===== config.mk =====
export PLATFORM = sky130hd
export DESIGN_NAME = event_counter_ad
export DESIGN_NICKNAME = d
export VERILOG_FILES = /design/src/rtl/event_counter_ad.sv
export SDC_FILE = /design/constraint.sdc
export NUM_CORES = 1
export LEC_CHECK = 0
export ABC_AREA = 1
export BUFFER_PORTS_ARGS = -buffer_cell sky130_fd_sc_hd__buf_2
export CAP_MARGIN = 15
export CORE_UTILIZATION = 23
export CTS_CLUSTER_DIAMETER = 30
export DETAILED_ROUTE_END_ITERATION = 10
export GPL_TIMING_DRIVEN = 1
export PLACE_DENSITY_LB_ADDON = 0.05
export SETUP_SLACK_MARGIN = 0.3
export SYNTH_ARGS = -nofsm -noshare
export SYNTH_HDL_FRONTEND = slang
export SYNTH_SLANG_ARGS = --single-unit

===== constraint.sdc =====
create_clock -name i_clk -period 2.5 [get_ports i_clk]
set_input_delay 0.25 -clock i_clk [delete_from_list [all_inputs] [get_ports i_clk]]
set_output_delay 0.25 -clock i_clk [all_outputs]
set_load 0.1 [all_outputs]

===== src/rtl/event_counter_ad.sv =====
// Per-channel event counters with snapshot shadows, sticky overflow flags and a
// request/pulse register port. Define EVENT_COUNTER_SATURATE_EN for per-channel saturation (MODE).

module event_counter_ad_lane #(
    parameter int WIDTH = 64
) (
    input  logic             i_clk,
    input  logic             i_rst,
    input  logic             i_inc,
    input  logic             i_clr,
    input  logic             i_sat,
    output logic [WIDTH-1:0] o_cnt,
    output logic             o_wrap
);
    logic [WIDTH-1:0] r_cnt;
    logic             w_full;

    assign w_full = &r_cnt;
    // Overflow is flagged on any increment from all-ones, wrapping or saturating.
    assign o_wrap = i_inc & w_full;
    assign o_cnt  = r_cnt;

    always_ff @(posedge i_clk) begin
        if (i_rst || i_clr) begin
            r_cnt <= '0;
        end else if (i_inc && !(w_full && i_sat)) begin
            r_cnt <= r_cnt + WIDTH'(1);
        end
    end
endmodule

module event_counter_ad #(
    parameter int NUM_CHANNELS  = 4,
    parameter int COUNTER_WIDTH = 64
) (
    input  logic                    i_clk,
    input  logic                    i_rst,
    input  logic [NUM_CHANNELS-1:0] i_event,
    input  logic [7:0]              i_rw_address,
    input  logic                    i_read_request,
    input  logic                    i_write_request,
    input  logic [63:0]             i_write_data,
    output logic [63:0]             o_read_data,
    output logic                    o_output_valid
);
    typedef enum logic {ST_IDLE, ST_WAIT_LOW} state_t;

    state_t r_state, w_state_nxt;
    logic   w_fire, w_rd, w_wr;
    logic   w_sel_ctrl, w_sel_en, w_sel_ovf;
    logic   w_snap, w_clr, w_wr_en, w_wr_ovf;
    logic   w_unused_wdata;

    logic [NUM_CHANNELS-1:0]                    r_enable, r_ovf, w_wrap, w_mode;
    logic [NUM_CHANNELS-1:0][COUNTER_WIDTH-1:0] w_cnt, r_shadow;
    logic                                       r_snap_valid;
    logic [63:0]                                w_rdata;

    always_ff @(posedge i_clk) begin
        if (i_rst) r_state <= ST_IDLE;
        else       r_state <= w_state_nxt;
    end

    // A request is serviced once; both request lines must drop before the next one.
    always_comb begin
        w_state_nxt = r_state;
        w_fire      = 1'b0;
        case (r_state)
            ST_IDLE: begin
                if (i_read_request || i_write_request) begin
                    w_fire      = 1'b1;
                    w_state_nxt = ST_WAIT_LOW;
                end
            end
            ST_WAIT_LOW: begin
                if (!i_read_request && !i_write_request) w_state_nxt = ST_IDLE;
            end
            default: w_state_nxt = ST_IDLE;
        endcase
    end

    assign w_wr       = w_fire & i_write_request;
    assign w_rd       = w_fire & ~i_write_request;
    assign w_sel_ctrl = (i_rw_address == 8'h00);
    assign w_sel_en   = (i_rw_address == 8'h01);
    assign w_sel_ovf  = (i_rw_address == 8'h02);
    assign w_snap     = w_wr & w_sel_ctrl & i_write_data[0];
    assign w_clr      = w_wr & w_sel_ctrl & i_write_data[1];
    assign w_wr_en    = w_wr & w_sel_en;
    assign w_wr_ovf   = w_wr & w_sel_ovf;
    assign w_unused_wdata = ^i_write_data;

`ifdef EVENT_COUNTER_SATURATE_EN
    logic                    w_wr_mode;
    logic [NUM_CHANNELS-1:0] r_mode;

    assign w_wr_mode = w_wr & (i_rw_address == 8'h03);
    assign w_mode    = r_mode;

    always_ff @(posedge i_clk) begin
        if (i_rst)          r_mode <= '0;
        else if (w_wr_mode) r_mode <= i_write_data[NUM_CHANNELS-1:0];
    end
`else
    assign w_mode = '0;
`endif

    for (genvar g = 0; g < NUM_CHANNELS; g++) begin : g_lane
        event_counter_ad_lane #(.WIDTH(COUNTER_WIDTH)) u_lane (
            .i_clk  (i_clk),
            .i_rst  (i_rst),
            .i_inc  (i_event[g] & r_enable[g]),
            .i_clr  (w_clr),
            .i_sat  (w_mode[g]),
            .o_cnt  (w_cnt[g]),
            .o_wrap (w_wrap[g])
        );
    end

    // Shadows capture the pre-increment live values; clear wins over snapshot.
    always_ff @(posedge i_clk) begin
        if (i_rst || w_clr) begin
            r_shadow     <= '0;
            r_snap_valid <= 1'b0;
        end else if (w_snap) begin
            r_shadow     <= w_cnt;
            r_snap_valid <= 1'b1;
        end
    end

    always_ff @(posedge i_clk) begin
        if (i_rst) begin
            r_enable <= '0;
            r_ovf    <= '0;
        end else begin
            if (w_wr_en) r_enable <= i_write_data[NUM_CHANNELS-1:0];
            r_ovf <= (r_ovf & ~(w_wr_ovf ? i_write_data[NUM_CHANNELS-1:0] : '0)) | w_wrap;
        end
    end

    always_comb begin
        w_rdata = '0;
        case (i_rw_address)
            8'h00: begin
                w_rdata[15:8] = 8'(NUM_CHANNELS);
                w_rdata[0]    = r_snap_valid;
            end
            8'h01: w_rdata[NUM_CHANNELS-1:0] = r_enable;
            8'h02: w_rdata[NUM_CHANNELS-1:0] = r_ovf;
            8'h03: w_rdata[NUM_CHANNELS-1:0] = w_mode;
            default: begin
                for (int n = 0; n < NUM_CHANNELS; n++) begin
                    if (i_rw_address == 8'(16 + n)) w_rdata = 64'(r_shadow[n]);
                end
            end
        endcase
    end

    always_ff @(posedge i_clk) begin
        if (i_rst) begin
            o_read_data    <= '0;
            o_output_valid <= 1'b0;
        end else begin
            o_output_valid <= w_fire;
            if (w_rd)      o_read_data <= w_rdata;
            else if (w_wr) o_read_data <= '0;
        end
    end
endmodule


==> summary.md, run 1 <==
| Metric | Value |
|---|---|
| Worst EP required | `3.22 ns` |
| Largest net degree at the start of global routing | `75` |
| Endpoints failing setup | `0` |
| DR WL/cell | `19.3 um` |
| Max Freq | `486 MHz` |
| Layout Nets | `4,764` |
| CP Max Fanout | `5` |
| FF+latch count, synth | `587` |
| Io pins | `145` |
| Skew-Pair Late Insertion Delay | `0.80 ns` |
| CTS Buffer Depth | `3` |
| Avg Inst Size Synth | `6.55 sq um` |
| Flop2flop setup slack | `0.44 ns` |
| Pre-antenna DRT Iters | `5` |
| Worst ir drop on vdd | `617 uV` |
| Layout cells sized above 1 | `0.144` |
| Worst slew pin tran | `0.765 ns` |
| Most frequent cells in the layout | `nand2_1, nor2_1, dfxtp_1` |
| Pins Over Slew Limit | `0` |
| Vias after detailed routing | `28,441` |
| All-layer global routing usage | `0.199` |
| Most used cell, CP | `nand2_1` |
| Clock-pin slew on the worst setup and hold paths | `0.04 ns` |
| Critical Path Source Type | `flip-flop` |
| H-tree depth | `4` |
| Hold EP | `g_lane[3].u_lane.o_cnt[1]$_SDFFE_PP0P_` |
| Gate Count Post-Synth | `4,352` |
| Asr flop ratio synth | `0` |
| GR Overflow Total | `0` |
| Row count | `128` |
| Utilization after layout | `0.321` |
| Global-route wire length before repair | `185,000 um` |
| PD cells | `897 nW/um^2` |
| Worst min-delay path class | `in2reg` |
| Vias per inst | `4.40` |
| Initial DRC Count | `1,612` |
| Leak | `14.5 nW` |
| Tcrit/Tclk final | `0.822` |
| Critical path class | `reg2reg` |
| Fin Setup TNS | `0 ns` |
| Post-synth top flop | `dfxtp_1` |
| Worst R2R Path Depth | `11` |
| Max Clock Skew | `0.0395 ns` |
| Residual DRC count | `0` |
| Port Buf Inserts | `84` |
| Antenna violations before repair | `6` |
| CTS Buf Count | `196` |
| Run status | `complete, no violations` |
| Min-delay src | `i_event[3]` |
| RD Place Congestion | `0.827` |
| Initial core utilization | `0.233` |
| Core Area | `122,000 sq um` |
| Min cycle time layout | `2.06 ns` |
| Min-Delay Path Depth | `5` |
| Cell breakdown of the critical path | `ha_4, inv_1, nor2_1, nand2_1, nor2_4, nand3_1, nor2_4, nand3_1, nand2_1, nand2_1, nor2_1` |
| Syn nets | `4,436` |
| CP Capture Type | `flip-flop` |
| R2R Path Start | `g_lane[2].u_lane.o_cnt[1]$_SDFFE_PP0P_` |
| Number of global-route vias before repair | `28,347` |
| Post-Route WL | `125,000 um` |
| Clk root buf | `clkbuf_16` |
| HPWL Detailed | `95,500 um` |
| Mapped Area | `28,500 sq um` |
| Max-slew headroom | `0.490` |
| Unrepaired setup endpoints after global routing | `true` |
| Die ar. | `125,000 sq um` |
| Number of flops mapped to enable cells by yosys | `0` |
| Most common cell after layout, fill and taps aside | `nand2_1` |
| Die height | `354 um` |
| CTS tree | `yes` |
| Slowest-stage cell, CP | `dfxtp_1` |
| Synth Warn # | `0` |
| Sequential-to-total area share from yosys stat | `0.412` |
| Arr. time, crit path | `2.77 ns` |
| Die width | `354 um` |
| Worst stage delay on the critical path | `0.44 ns` |
| R2r endpoint | `g_lane[2].u_lane.o_cnt[60]$_SDFFE_PP0P_` |
| Area grow syn2layout | `38.0%` |
| CTS Sinks | `587` |
| Count of final hold-check violations | `0` |
| Post-route ant nets | `0` |
| Max-cap violation count | `0` |
| Netlist cell types | `41` |
## kinds of logic (layout without fill, tap and decap cells)
logic type	count (synthesis)	after routing	synth area share
xor gates and xnor gates	97	97	0.0298
adders and majority gates	4	4	0.00176
other	0	4	0
buffers and inverters	723	1210	0.0983
DFF	587	587	0.412
AOI/OAI and AO/OA	863	863	0.153
and+or+nand+nor	2078	2079	0.304
## through the flow
step	instances	setup slack (ns)	power, W	hold slack [ns]	cell area [sq um]
3_3_place_gp	6092	0.154	0.0102	0.431	32100
5_1_grt	6465	0.270	0.0364	0.0893	39300
2_1_floorplan	4352	0.722	0.00989	0.366	28500
6_report	6469	0.444	0.0353	0.110	39300
4_1_cts	6463	0.315	0.0358	0.0456	39200
3_5_place_dp	6092	0.196	0.0102	0.434	32100
## worst max-delay path, delay by kind of cell, from the launching register on
kind	cells	cell delay [ns]
flip-flops	1	0.44
buffers and inverters	1	0.05
adder cells (fa/ha/maj)	1	0.20
AND/OR/NAND/NOR	9	1.27
## report_power, final
group | leakage (nW) | internal [W] | switching (W) | total (W)
Clock | 3.40 | 0.0181 | 0.00719 | 0.0252
Sequential | 4.73 | 0.00941 | 0.00000295 | 0.00942
Combinational | 6.39 | 0.000167 | 0.000427 | 0.000593
## cell type report
type	count	area, sq um
Antenna cell	4	10.0
Clock buffer	282	5690
Clock inverter	76	1230
Fill cell	13514	83000
Inverter	549	2070
Multi-Input combinational cell	3043	14100
Sequential cell	587	11800
Tap cell	1625	2030
Timing Repair Buffer	303	2430
## how the worst max path moves through the flow
stage / from / end / slack (ns) / depth (start not counted)
2_1_floorplan: g_lane[1].u_lane.o_cnt[0]$_SDFFE_PP0P_ / g_lane[1].u_lane.o_cnt[52]$_SDFFE_PP0P_ / 0.72 / 10
3_3_place_gp: i_rw_address[1] / r_shadow[18]$_SDFFE_PP0P_ / 0.15 / 11
3_5_place_dp: i_rw_address[1] / r_shadow[18]$_SDFFE_PP0P_ / 0.20 / 11
4_1_cts: g_lane[2].u_lane.o_cnt[1]$_SDFFE_PP0P_ / g_lane[2].u_lane.o_cnt[62]$_SDFFE_PP0P_ / 0.31 / 10
5_1_grt: g_lane[1].u_lane.o_cnt[8]$_SDFFE_PP0P_ / g_lane[1].u_lane.o_cnt[63]$_SDFFE_PP0P_ / 0.27 / 8
6_report: g_lane[2].u_lane.o_cnt[1]$_SDFFE_PP0P_ / g_lane[2].u_lane.o_cnt[60]$_SDFFE_PP0P_ / 0.44 / 11
## synthesized netlist by cell type (13+ instances only)
library cell | instances | area (sq um)
o21ai_0 | 313 | 1570
xnor2_1 | 41 | 359
dfxtp_1 | 587 | 11800
or2_2 | 13 | 81.3
nand2_1 | 1048 | 3930
xor2_1 | 56 | 490
nand4_1 | 72 | 450
nor3_1 | 53 | 265
a21oi_1 | 529 | 2650
inv_1 | 547 | 2050
nor2_1 | 598 | 2240
buf_2 | 53 | 265
nand3_1 | 219 | 1100
nor2_2 | 20 | 125
clkbuf_1 | 111 | 417
## metal layers
metal  vias up  share of wire  track usage  wire, um
li1      14646              -            -         -
met1     13092           0.49        0.272     61000
met2       529           0.44        0.312     55500
met3       174          0.044       0.0401      5550
met4         0          0.023       0.0650      2820
met5         -              0            0         0
## repair_timing
action | CTS | global route
pin swaps | 1 | 4
endpoints found under the hold margin | 11 | 0
gates resized for setup | 5 | 28
buffers inserted | 0 | 2
cloned | 1 | 0
setup endpoints to repair | 4 | 91
hold buffers | 12 | 0
## flip-flops by register name, indices dropped and copies added (netlist names)
register / flops
g_lane.u_lane.o_cnt: 256
r_shadow: 256
o_read_data: 64
r_enable: 4
r_ovf: 4
o_output_valid: 1
r_snap_valid: 1
r_state: 1
No activity file was read; power rests on OpenSTA's default activity.
==> run 2: changes to the inputs <==
==> constraint.sdc (replaced) <==
create_clock -name i_clk -period 1.7 [get_ports i_clk]
set_input_delay 0.17 -clock i_clk [delete_from_list [all_inputs] [get_ports i_clk]]
set_output_delay 0.17 -clock i_clk [all_outputs]
set_load 0.1 [all_outputs]
==> run 2 against run 1 <==
- the flow now finishes with violations (negative setup slack)
- non-clock buffer count up 738
- routed wire length up 10%
- register-to-register slack worse by 0.49 ns
- hold slack better by 0.0088 ns
- critical endpoint is now g_lane[0].u_lane.o_cnt[19]$_SDFFE_PP0P_
- core utilization up 8.1 points
- critical path type unchanged
==> summary.md, run 2 (synthesized netlist as in run 1, its figures left out) <==
| Metric | Value |
|---|---|
| Max-slew headroom | `0.695 (+0.205)` |
| Area grow syn2layout | `72.7%` |
| Clock-pin slew on the worst setup and hold paths | `0.04 ns (about the same)` |
| WHS | `0.119 ns (+0.00885 ns)` |
| Min cycle time layout | `1.75 ns (-0.306 ns)` |
| Clk root buf | `clkbuf_16` |
| Unrepaired setup endpoints after global routing | `true` |
| Vias per inst | `4.39 (about the same)` |
| Worst slew pin tran | `0.458 ns (-0.307 ns)` |
| Internal | `0.0387 W (+40%)` |
| Antenna violations before repair | `7 (+1)` |
| Run status | `finished, violations left` |
| Pins Over Slew Limit | `0 (unchanged)` |
| Global-route wire length before repair | `201,000 um (+8.3%)` |
| Vias after detailed routing | `31,655 (+11%)` |
| Clock power share | `0.695 (-0.021)` |
| Row count | `128 (unchanged)` |
| Multi-input combinational cell area | `16,400 sq um (+17%)` |
| Io pins | `145 (unchanged)` |
| Pre-antenna DRT Iters | `5 (unchanged)` |
| Leak | `19.4 nW (+34%)` |
| CP Max Fanout | `7 (+2)` |
| Net Sw Frac | `0.224 (+0.00761)` |
| Residual DRC count | `0 (unchanged)` |
| CTS Buffer Depth | `3 (unchanged)` |
| Initial DRC Count | `1,716 (+6.5%)` |
| Port Buf Inserts | `84 (unchanged)` |
| Skew-Pair Late Insertion Delay | `0.78 ns (-0.02 ns)` |
| Worst ir drop on vdd | `1030 uV (+67%)` |
| Critical Path Source Type | `flip-flop` |
| Worst EP required | `2.35 ns (-0.87 ns)` |
| GR Overflow Total | `0 (unchanged)` |
| Die ar. | `125,000 sq um (unchanged)` |
| Arr. time, crit path | `2.40 ns (-0.37 ns)` |
| Max Freq | `571 MHz (+17%)` |
| Max Clock Skew | `0.0371 ns (-0.00243 ns)` |
| Die width | `354 um (unchanged)` |
| Endpoints failing setup | `44 (+44)` |
| H-tree depth | `4 (unchanged)` |
| CP Capture Type | `flip-flop` |
| Core Area | `122,000 sq um (unchanged)` |
| Largest net degree at the start of global routing | `75 (unchanged)` |
| Post-Place Worst Slack | `-0.495 ns (-0.690 ns)` |
| Count of final hold-check violations | `0 (unchanged)` |
| CTS tree | `yes` |
| PD cells | `1010 nW/um^2 (+13%)` |
| Fin cells | `7,203 (+11%)` |
| Max-cap violation count | `0 (unchanged)` |
| Most frequent cells in the layout | `nand2_1, buf_4, inv_1` |
| Inst Count DP | `6,699 (+10%)` |
| RD Place Congestion | `0.865 (+4.6%)` |
| Critical path class | `reg2reg` |
| Layout cells sized above 1 | `0.377 (+0.233)` |
| Seq pwr share | `0.275 (+0.008)` |
| Post-route ant nets | `0 (unchanged)` |
| Reg area | `12,200 sq um (+3.9%)` |
| Post-Route WL | `138,000 um (+10%)` |
| Layout Nets | `5,503 (+16%)` |
| Final setup margin | `-0.0499 ns (-0.494 ns)` |
| Worst min-delay path class | `in2reg` |
| Die height | `354 um (unchanged)` |
| Layout fillers | `12,923 (-4.4%)` |
| Tcrit/Tclk final | `1.03 (+0.207)` |
| Failing checks | `negative setup slack` |
| Number of global-route vias before repair | `31,260 (+10%)` |
| CTS Sinks | `587 (unchanged)` |
| HPWL Detailed | `103,000 um (+7.8%)` |
| Most common cell after layout, fill and taps aside | `nand2_1` |
| Initial core utilization | `0.233 (unchanged)` |
| DR WL/cell | `19.1 um (-0.95%)` |
| CTS Buf Count | `197 (+0.51%)` |
| All-layer global routing usage | `0.214 (+0.0152)` |
| Comb power frac | `0.030 (+0.013)` |
| Psw | `0.0111 W (+46%)` |
==> run 2: cell count changes in the layout (fill, tap and decap cells not counted), sizes merged <==
cell | previous run | this run
buf | 291 | 1012
bufbuf | 0 | 5
bufinv | 24 | 10
clkbuf | 282 | 294
clkinv | 45 | 56
clkinvlp | 3 | 2
diode | 4 | 1
dlygate4sd3 | 12 | 13
inv | 553 | 556
nor2 | 629 | 628
==> run 2: area by class of cell <==
cell class,instances,area share
repair inverters,1,0.000407
inverters,549,0.0425
clock buffers,283,0.116
flip-flops and latches,587,0.248
well taps,1625,0.0413
diodes,1,0.0000508
clock inverters,74,0.0158
repair buffers,1041,0.202
multi-input cells,3042,0.334
==> run 2: through the flow <==
| step | total power (W) | setup TNS [ns] | instance area (sq um) | util |
|---|---|---|---|---|
| 2_1_floorplan | 0.0145 | 0 | 29000 | - |
| 3_3_place_gp | 0.0151 | -94.91 | 37500 | 0.306 |
| 3_5_place_dp | 0.0151 | -88.15 | 37500 | 0.306 |
| 4_1_cts | 0.0504 | -1.04 | 47100 | 0.385 |
| 5_1_grt | 0.0515 | -20.93 | 49200 | 0.402 |
| 6_report | 0.0498 | -0.586 | 49200 | 0.402 |
==> run 2: timing repair <==
item,in CTS,in global routing
setup buffers,48,52
cloned,19,14
resized for setup,725,431
setup endpoints to repair,629,649
pin swaps,124,123
endpoints found under the hold margin,105,0
hold buffers,13,0
==> run 2: metal layers <==
metal / part of all wire / vias to the layer above / global-route usage / routed length [um]
met4: 0.023 / 0 / 0.0645 / 3220
met3: 0.037 / 200 / 0.0354 / 5150
met1: 0.48 / 14741 / 0.289 / 65700
met2: 0.46 / 548 / 0.349 / 63700
met5: 0 / - / 0 / 0
li1: - / 16166 / - / -
==> run 2: power groups by stage <==
stage	Combinational [W]	Sequential [W]	Clock [W]
after floorplan	0.000457	0.0141	0
after global placement	0.00101	0.0141	0
after detailed placement	0.00101	0.0141	0
after CTS	0.00132	0.0138	0.0353
after global routing	0.00159	0.0137	0.0362
final	0.00148	0.0137	0.0346
==> run 2: worst paths after layout <==
path | startpoint | end | slack (ns) | cells past startpoint
setup / recovery | r_state$_SDFF_PP0_ | g_lane[0].u_lane.o_cnt[19]$_SDFFE_PP0P_ | -0.05 | 11
hold / removal | i_write_request | o_read_data[62]$_SDFFE_PP0P_ | 0.12 | 6
setup reg to reg | r_state$_SDFF_PP0_ | g_lane[0].u_lane.o_cnt[19]$_SDFFE_PP0P_ | -0.05 | 11
hold reg to reg | r_shadow[73]$_SDFFE_PP0P_ | r_shadow[73]$_SDFFE_PP0P_ | 0.44 | 2
==> run 2: worst max-delay path, cell delays in order, from the launching register on <==
cell and delay (ns):
dfxtp_2 0.31, inv_2 0.07, nand2_4 0.08, nor2_4 0.12
nand2_2 0.07, o21ai_4 0.17, buf_12 0.18, buf_12 0.12
clkbuf_16 0.16, buf_12 0.12, clkbuf_16 0.16, nor3_2 0.04
==> run 3: changes to the inputs <==
--- a/config.mk
+++ b/config.mk
@@ -8,12 +8,13 @@
 export ABC_AREA = 1
 export BUFFER_PORTS_ARGS = -buffer_cell sky130_fd_sc_hd__buf_2
 export CAP_MARGIN = 15
-export CORE_UTILIZATION = 23
+export CORE_UTILIZATION = 41
 export CTS_CLUSTER_DIAMETER = 30
 export DETAILED_ROUTE_END_ITERATION = 10
 export GPL_TIMING_DRIVEN = 1
 export PLACE_DENSITY_LB_ADDON = 0.05
 export SETUP_SLACK_MARGIN = 0.3
+export SLEW_MARGIN = 20
 export SYNTH_ARGS = -nofsm -noshare
 export SYNTH_HDL_FRONTEND = slang
 export SYNTH_SLANG_ARGS = --single-unit
==> run 3 against run 2 <==
- the flow still finishes with violations (negative setup slack)
- global-route usage up 9.7 points
- hold slack worse by 0.080 ns
- routed wire length fell by 11%
- maximum frequency fell by 2.6%
- via count rose by 2.9%
- sequential power barely moved
- die area fell by 44%
- cell area fell by 4.2%
- worst setup slack got worse by 0.047 ns
- non-clock buffer count fell by 164
- sequential share of layout area grew 1.1 points
==> summary.md, run 3 (synthesized netlist as in run 1, its figures left out) <==
| Metric | Value |
|---|---|
| Run status | `finished, violations left` |
| Failing checks | `negative setup slack` |
| Row count | `96 (-25%)` |
| Die ar. | `70,600 sq um (-44%)` |
| Most common cell after layout, fill and taps aside | `nand2_1` |
| Cell breakdown of the critical path | `inv_2, nand2_4, nor2_4, nand2_2, o21ai_4, buf_12, buf_4, buf_6, buf_6, buf_12, buf_16, nor2_1` |
| PD cells | `964 nW/um^2 (-4.8%)` |
| Max Freq | `556 MHz (-2.6%)` |
| Tcrit/Tclk final | `1.06 (+0.0277)` |
| Utilization after layout | `0.687 (+0.284)` |
| Die height | `266 um (-25%)` |
| Skew-Pair Late Insertion Delay | `0.74 ns (-0.04 ns)` |
| Pre-antenna DRT Iters | `6 (+1)` |
| Final setup margin | `-0.0970 ns (-0.0471 ns)` |
| Largest delay share family, worst path | `buffers and inverters` |
| Arr. time, crit path | `2.41 ns (about the same)` |
| Initial core utilization | `0.415 (+0.182)` |
| Count of final hold-check violations | `0 (unchanged)` |
| CP Max Fanout | `17 (+10)` |
| Pins Over Slew Limit | `0 (unchanged)` |
| Fin cells | `6,268 (-13%)` |
| CTS Sinks | `587 (unchanged)` |
| Min cycle time layout | `1.80 ns (+0.0471 ns)` |
| Worst slew pin tran | `0.514 ns (+0.0560 ns)` |
| Worst stage delay on the critical path | `0.31 ns (about the same)` |
| Worst EP required | `2.31 ns (-0.04 ns)` |
| Layout Nets | `5,294 (-3.8%)` |
| Core Area | `68,700 sq um (-44%)` |
| Max-cap violation count | `0 (unchanged)` |
| Largest net degree at the start of global routing | `68 (-9.3%)` |
| CP Capture Type | `flip-flop` |
| Die width | `266 um (-25%)` |
| GR Overflow Total | `0 (unchanged)` |
| RD Place Congestion | `0.931 (+7.6%)` |
| Worst ir drop on vdd | `955 uV (-7.4%)` |
| Layout cells sized above 1 | `0.380 (+0.00262)` |
| WP buf/inv | `7 (+1)` |
| All-layer global routing usage | `0.312 (+0.0972)` |
| Clk root buf | `clkbuf_16` |
| CTS tree | `yes` |
| Slowest-stage cell, CP | `dfxtp_2` |
| Endpoints failing setup | `219 (+400%)` |
| Global-route wire length before repair | `168,000 um (-16%)` |
| Leak | `18.7 nW (-3.6%)` |
| H-tree depth | `4 (unchanged)` |
| Post-Route WL | `123,000 um (-11%)` |
| Critical path class | `reg2reg` |
| Inst Count DP | `5,760 (-14%)` |
| Max-slew headroom | `0.655 (-0.0399)` |
| Post-route ant nets | `0 (unchanged)` |
| Vias after detailed routing | `32,567 (+2.9%)` |
| Worst min-delay path class | `in2reg` |
| Residual DRC count | `0 (unchanged)` |
| Unrepaired setup endpoints after global routing | `true` |
| HPWL Detailed | `81,800 um (-21%)` |
| CTS Buffer Depth | `3 (unchanged)` |
| Critical Path Source Type | `flip-flop` |
| DR WL/cell | `19.6 um (+2.8%)` |
| Area grow syn2layout | `65.5%` |
| Vias per inst | `5.20 (+18%)` |
| CTS Buf Count | `151 (-23%)` |
| Clock-pin slew on the worst setup and hold paths | `0.04 ns (about the same)` |
| Most frequent cells in the layout | `nand2_1, buf_4, inv_1` |
| Port Buf Inserts | `84 (unchanged)` |
| Max Clock Skew | `0.0298 ns (-0.00732 ns)` |
| Antenna violations before repair | `1 (-6)` |
| Io pins | `145 (unchanged)` |
| Initial DRC Count | `2,673 (+56%)` |
| Number of global-route vias before repair | `29,493 (-5.7%)` |
[run 3: area by class of cell]
type	instances	area, sq um
repair inverters	1	20.0
well taps	931	1160
inverters	549	2110
clock inverters	83	1180
repair buffers	877	9170
flip-flops and latches	587	12200
diodes	1	2.50
fillers	5708	21500
clock buffers	196	4260
multi-input cells	3043	17000
[run 3: final timing paths]
path,from,to,slack (ns),depth (start not counted)
worst max-delay path,r_state$_SDFF_PP0_,g_lane[0].u_lane.o_cnt[4]$_SDFFE_PP0P_,-0.1,12
worst min-delay path,i_event[1],g_lane[1].u_lane.o_cnt[45]$_SDFFE_PP0P_,0.04,5
worst max register to register,r_state$_SDFF_PP0_,g_lane[0].u_lane.o_cnt[4]$_SDFFE_PP0P_,-0.1,12
worst min register to register,r_shadow[18]$_SDFFE_PP0P_,r_shadow[18]$_SDFFE_PP0P_,0.44,2
[run 3: through the flow]
step	setup WS (ns)	power (W)	hold WS, ns	TNS, ns	area (sq um)
after CTS	-0.0472	0.0452	0.0146	-0.299	42600
after global routing	-0.174	0.0466	0.0320	-22.32	47200
final	-0.0970	0.0455	0.0392	-6.34	47200
after detailed placement	-0.125	0.0149	0.435	-10.73	34600
after floorplan	0.111	0.0145	0.286	0	29000
after global placement	-0.100	0.0149	0.432	-9.50	34600
[run 3: worst reg2reg max path, cell delays in order (launching register included)]
cell and delay, ns:
dfxtp_2 0.31, inv_2 0.07, nand2_4 0.07, nor2_4 0.10, nand2_2 0.06, o21ai_4 0.18, buf_12 0.17, buf_4 0.13
buf_6 0.08, buf_6 0.10, buf_12 0.16, buf_16 0.19, nor2_1 0.06
[run 3: timing repair]
| item | CTS | global route |
|---|---|---|
| gates resized for setup | 628 | 828 |
| hold endpoints to repair | 27 | 0 |
| hold buffers | 11 | 0 |
| cloned | 3 | 53 |
| setup endpoints to repair | 628 | 645 |
| pin swaps | 139 | 251 |
| buffers inserted | 58 | 103 |
[run 3: layer usage]
layer | part of all wire | global-route usage
met5 | 0.00011 | 0
met4 | 0.043 | 0.144
met3 | 0.069 | 0.0476
met2 | 0.46 | 0.493
met1 | 0.43 | 0.416
[run 3: power breakdown]
part	internal, W	leakage, nW	switching, W
Clock	0.0210	2.62	0.00932
Sequential	0.0137	4.87	0.00000648
Combinational	0.000626	11.3	0.000805
